===== config.mk =====
export PLATFORM = sky130hd
export DESIGN_NAME = regfile_wb_arbiter_flat
export DESIGN_NICKNAME = d
export VERILOG_FILES = /design/src/rtl/regfile_wb_arbiter_if.sv /design/src/rtl/regfile_wb_arbiter.sv /design/src/flat_wrapper.sv
export SDC_FILE = /design/constraint.sdc
export NUM_CORES = 1
export LEC_CHECK = 0
export BUFFER_PORTS_ARGS = -buffer_cell sky130_fd_sc_hd__buf_2
export CORE_AREA = 2 2 110 112
export CTS_BUF_LIST = sky130_fd_sc_hd__clkbuf_8
export DETAILED_ROUTE_END_ITERATION = 8
export DIE_AREA = 0 0 112 114
export GPL_ROUTABILITY_DRIVEN = 0
export PLACE_DENSITY = 0.65
export REMOVE_ABC_BUFFERS = 1
export SKIP_CTS_REPAIR_TIMING = 1
export SLEW_MARGIN = 20
export SYNTH_ARGS = -nofsm -noshare
export SYNTH_HDL_FRONTEND = slang
export SYNTH_SLANG_ARGS = --single-unit

===== constraint.sdc =====
create_clock -name clk -period 6.15 [get_ports clk]
set_input_delay 0.9225 -clock clk [delete_from_list [all_inputs] [get_ports clk]]
set_output_delay 0.9225 -clock clk [all_outputs]
set_load 0.005 [all_outputs]

===== src/rtl/regfile_wb_arbiter_if.sv =====
// Write-back bus between the requesters and the arbiter, plus the registered
// register-file write port the arbiter drives.
interface regfile_wb_arbiter_if #(parameter int NREQ = 3);
  logic [NREQ-1:0]      req_valid;
  logic [NREQ-1:0]      req_ready;
  logic [5*NREQ-1:0]    req_addr;
  logic [64*NREQ-1:0]   req_data;
  logic                 we3;
  logic [4:0]           wa3;
  logic [63:0]          wd3;
  logic                 drop_xzr;

  modport master (output req_valid, req_addr, req_data,
                  input  req_ready, we3, wa3, wd3, drop_xzr);
  modport slave  (input  req_valid, req_addr, req_data,
                  output req_ready, we3, wa3, wd3, drop_xzr);
endinterface


===== src/rtl/regfile_wb_arbiter.sv =====
// Shares the register file's single write port between NREQ write-back sources.
// WB_ROUND_ROBIN_EN selects round-robin arbitration; otherwise lowest index wins.
module regfile_wb_arbiter #(
  parameter  int NREQ = 3,
  localparam int PW   = $clog2(NREQ)
) (
  input  logic                 clk,
  input  logic                 reset,
  input  logic                 flush,
  regfile_wb_arbiter_if.slave  bus
);

  logic [NREQ-1:0] gnt_d;
  logic [PW-1:0]   gidx;
  logic            found;
  logic            acc;
  logic [4:0]      addr_g;
  logic [63:0]     data_g;

  logic            we3_q, drop_q;
  logic [4:0]      wa3_q;
  logic [63:0]     wd3_q;

`ifdef WB_ROUND_ROBIN_EN
  logic [PW-1:0]   ptr_q, ptr_d;
  logic [PW:0]     cand;

  // Search upward from the pointer, wrapping at NREQ.
  always_comb begin
    found = 1'b0;
    gidx  = '0;
    cand  = '0;
    for (int k = 0; k < NREQ; k++) begin
      cand = {1'b0, ptr_q} + (PW+1)'(k);
      if (cand >= (PW+1)'(NREQ)) cand = cand - (PW+1)'(NREQ);
      if (!found && bus.req_valid[cand[PW-1:0]]) begin
        found = 1'b1;
        gidx  = cand[PW-1:0];
      end
    end
  end
`else
  always_comb begin
    gidx = '0;
    for (int k = NREQ-1; k >= 0; k--)
      if (bus.req_valid[k]) gidx = PW'(k);
    found = |bus.req_valid;
  end
`endif

  // Grant and write-port mux; ready never looks at addr/data.
  always_comb begin
    gnt_d = '0;
    if (found && !flush && !reset) gnt_d[gidx] = 1'b1;
    acc    = |gnt_d;
    addr_g = '0;
    data_g = '0;
    for (int i = 0; i < NREQ; i++) begin
      if (gnt_d[i]) begin
        addr_g = bus.req_addr[5*i +: 5];
        data_g = bus.req_data[64*i +: 64];
      end
    end
  end

`ifdef WB_ROUND_ROBIN_EN
  always_comb begin
    ptr_d = ptr_q;
    if (flush)    ptr_d = '0;
    else if (acc) ptr_d = (gidx == PW'(NREQ-1)) ? '0 : gidx + PW'(1);
  end

  always_ff @(posedge clk or posedge reset) begin
    if (reset) ptr_q <= '0;
    else       ptr_q <= ptr_d;
  end
`endif

  // X31 writes are consumed but never reach the file.
  always_ff @(posedge clk or posedge reset) begin
    if (reset) begin
      we3_q  <= 1'b0;
      drop_q <= 1'b0;
      wa3_q  <= '0;
      wd3_q  <= '0;
    end else if (acc) begin
      wa3_q  <= addr_g;
      wd3_q  <= data_g;
      we3_q  <= (addr_g != 5'd31);
      drop_q <= (addr_g == 5'd31);
    end else begin
      we3_q  <= 1'b0;
      drop_q <= 1'b0;
    end
  end

  assign bus.req_ready = gnt_d;
  assign bus.we3       = we3_q;
  assign bus.wa3       = wa3_q;
  assign bus.wd3       = wd3_q;
  assign bus.drop_xzr  = drop_q;

endmodule


===== src/flat_wrapper.sv =====
// flat-port wrapper written by rule: the top's interface ports become plain ports
module regfile_wb_arbiter_flat 
#(
  parameter  int NREQ = 3,
  localparam int PW   = $clog2(NREQ)
)
  (clk, reset, flush, bus_req_valid, bus_req_addr, bus_req_data, bus_req_ready, bus_we3, bus_wa3, bus_wd3, bus_drop_xzr);
  regfile_wb_arbiter_if #(.NREQ(NREQ)) bus_i ();
  input  logic clk;
  input  logic reset;
  input  logic flush;
  input wire logic [$bits(bus_i.req_valid)-1:0] bus_req_valid;
  input wire logic [$bits(bus_i.req_addr)-1:0] bus_req_addr;
  input wire logic [$bits(bus_i.req_data)-1:0] bus_req_data;
  output wire logic [$bits(bus_i.req_ready)-1:0] bus_req_ready;
  output wire logic [$bits(bus_i.we3)-1:0] bus_we3;
  output wire logic [$bits(bus_i.wa3)-1:0] bus_wa3;
  output wire logic [$bits(bus_i.wd3)-1:0] bus_wd3;
  output wire logic [$bits(bus_i.drop_xzr)-1:0] bus_drop_xzr;
  assign bus_i.req_valid = bus_req_valid;
  assign bus_i.req_addr = bus_req_addr;
  assign bus_i.req_data = bus_req_data;
  assign bus_req_ready = bus_i.req_ready;
  assign bus_we3 = bus_i.we3;
  assign bus_wa3 = bus_i.wa3;
  assign bus_wd3 = bus_i.wd3;
  assign bus_drop_xzr = bus_i.drop_xzr;
  regfile_wb_arbiter #(.NREQ(NREQ)) u_core (.clk(clk), .reset(reset), .flush(flush), .bus(bus_i));
endmodule

==> key figures <==
Status
  – Status: finished, final reports clean

STA
  – RSZ-0062 raised after global routing: no
  – Fin crit share: 46.65%
  – Hold Slack: 475.8 ps
  – Fmax achieved: 348.5 MHz
  – Worst setup margin: 3281 ps
  – Final Max Tran Viols: 0
  – Tightest Pin Transition: 745.2 ps
  – Final setup violation count: 0
  – Shortest period the worst path allows: 2869 ps
  – Fin. Hold Viols: 0
  – Max_slew headroom: 50.32%
  – Setup_tns: 0 ps
  – Layout Skew: 0 ps

Synthesis
  – Synth Area per Inst: 8.959 um2
  – Post-synthesis register bit count: 71
  – Cell variety after synth: 21
  – Mapped Area: 3521 um2
  – Cells after Synth: 393
  – Yosys warns: 0
  – Sequential fraction of the synthesis area: 50.46%

Route
  – Residual DRC: 0
  – ANT nets after route: 0
  – Vias: 4,120
  – Routed WL: 12,380 um
  – Drt via density: 5.080
  – Pre-antenna DRT Iters: 4
  – 1st-iter DRT viols: 161
  – Drt wl/cell: 15.26 um

Clock tree
  – CTS Buf Count: 9
  – Reg clk slew, reported paths: 70 ps
  – Num Clock Sinks: 71
  – Clock latency on the worst-skew pair: 330 ps
  – Clk root buf: clkbuf_8
  – Clock buffer depth: 2
  – CTS tree: yes
  – H-tree depth: 3

Placement
  – Placed instance count: 797
  – IO Port Bufs: 286
  – Dpl hpwl: 9156 um
  – Dpl ws: 3265 ps

Floorplanning
  – DIE AREA: 12,770 um2
  – IO Count: 287
  – Initial Util: 30.06%
  – Die Y: 114 um
  – Core ar.: 11,710 um2
  – FP Rows: 40
  – Die width: 112 um

Finish
  – Nets@finish: 874
  – Most frequent cells in the layout: buf_2, dfrtp_1, nand2_1
  – Most common cell after layout, fill and taps aside: buf_2
  – P&R area growth vs syn: 48.37%
  – N_diodes: 0
  – Layout cell share with drive strength beyond 1: 46.84%
  – Non-filler cells, final: 811

Pwr
  – Clock share of power: 28.0%
  – Sw Ratio: 28.19%
  – Max VDD drop: 0.00009823 V
  – Power Dens Cells: 234.9 nW/um2
  – Switching Power: 0.0003459 W
  – Seq pwr share: 47.8%
  – Combinational share of power: 24.3%
  – Leak: 2.751 nW
  – Pint: 0.0008812 W

Worst hold path
  – Hold Path End: u_core.bus.wd3[7]
  – Worst hold stages: 2
  – Worst Hold Class: flop to flop
  – Hold Crit Start: u_core.bus.wd3[7]

Worst setup path
  – Critical Path Source Type: input pin
  – R2R Setup Slk: 5480 ps
  – CP max FO: 5
  – Critical path class: input pin to output port
  – Crit end category: output port
  – Reg-to-Reg End: u_core.bus.wd3[59]
  – R2R depth: 2
  – Worst EP arrival: 1950 ps
  – CP Data Required Time: 5230 ps
  – Worst r2r src: u_core.bus.wd3[59]

GRT
  – First-pass GRT wire length: 19,540 um
  – Largest net degree at the start of global routing: 71
  – Vias in the first global route: 4,031
  – Initial antenna violation count: 0
  – Global Route Usage Sum: 18.91%
  – GR Overflow Total: 0

Flow run
  – Max Cap Viol: 0
==> state kept, by name (all words and copies together) (netlist names) <==
signal               cells
u_core.bus.we3           1
u_core.bus.wd3          64
u_core.bus.wa3           5
u_core.bus.drop_xzr      1
==> worst max-delay path by stage <==
| stage | slack [ps] | to | start |
|---|---|---|---|
| 2_1_floorplan | 1020 | u_core.bus.wa3[0] | bus_req_valid[0] |
| 3_3_place_gp | 3270 | bus_req_ready[2] | bus_req_valid[0] |
| 3_5_place_dp | 3270 | bus_req_ready[2] | bus_req_valid[0] |
| 4_1_cts | 3260 | bus_req_ready[2] | bus_req_valid[0] |
| 5_1_grt | 3230 | bus_req_ready[2] | bus_req_valid[0] |
| 6_report | 3280 | bus_req_ready[2] | bus_req_valid[0] |
==> worst max-delay path, stage by stage <==
cell and delay (ps):
buf_2 150, or3b_2 520, nor3_4 200, buf_2 160
==> layout make-up <==
type	count	area [um2]
clock buffers	13	178.9
flip-flops and latches	71	1777
repair buffers	292	1476
inverters	1	3.754
fillers	1188	6487
multi-input cells	286	1600
well taps	147	183.9
clock inverters	1	3.754
==> cells in the mapped netlist, drive strengths merged <==
cell / instances / area (um2)
o21ai: 64 / 320.3
clkbuf: 20 / 75.07
nor3b: 2 / 26.28
and4: 1 / 8.760
a21o: 3 / 22.52
nand2: 69 / 259.0
or3b: 1 / 8.760
nor3: 1 / 10.01
a22oi: 6 / 45.04
nor4b: 1 / 23.77
inv: 1 / 3.750
a41oi: 1 / 8.760
o31ai: 1 / 7.510
nand3: 7 / 35.03
dfrtp: 71 / 1777
buf: 15 / 85.08
nor2: 65 / 244.0
a221oi: 64 / 560.5
==> metrics by stage <==
stage          utilization (%)  cell area [um2]  total power (W)
2_1_floorplan                -             3361        0.0007072
3_3_place_gp             43.04             5041        0.0008890
3_5_place_dp             43.04             5041        0.0008983
4_1_cts                  44.60             5224         0.001247
5_1_grt                  44.60             5224         0.001311
6_report                 44.60             5224         0.001227
==> power by group through the flow <==
stage               combinational (W)  sequential [W]  clock, W
floorplan                    0.000106        0.000602         0
global placement             0.000297        0.000592         0
detailed placement           0.000304        0.000594         0
CTS                          0.000304        0.000587  0.000357
global route                 0.000334        0.000597  0.000381
finish                       0.000298        0.000586  0.000343
==> per-layer routing <==
metal / global-route usage (%) / wire length, um / part of all wire (%)
met1: 22.53 / 4808 / 39
met2: 33.21 / 6212 / 50
met3: 4.676 / 1093 / 8.8
met4: 7.154 / 261 / 2.1
met5: 0 / 0 / 0
==> cell families after synthesis <==
| logic type | Yosys count | synth area share (%) |
|---|---|---|
| and+or+nand+nor | 147 | 17.48 |
| AOI/OAI and AO/OA | 139 | 27.40 |
| DFF | 71 | 50.46 |
| buffers and inverters | 36 | 4.655 |
Power figures use the tool's default switching activity.
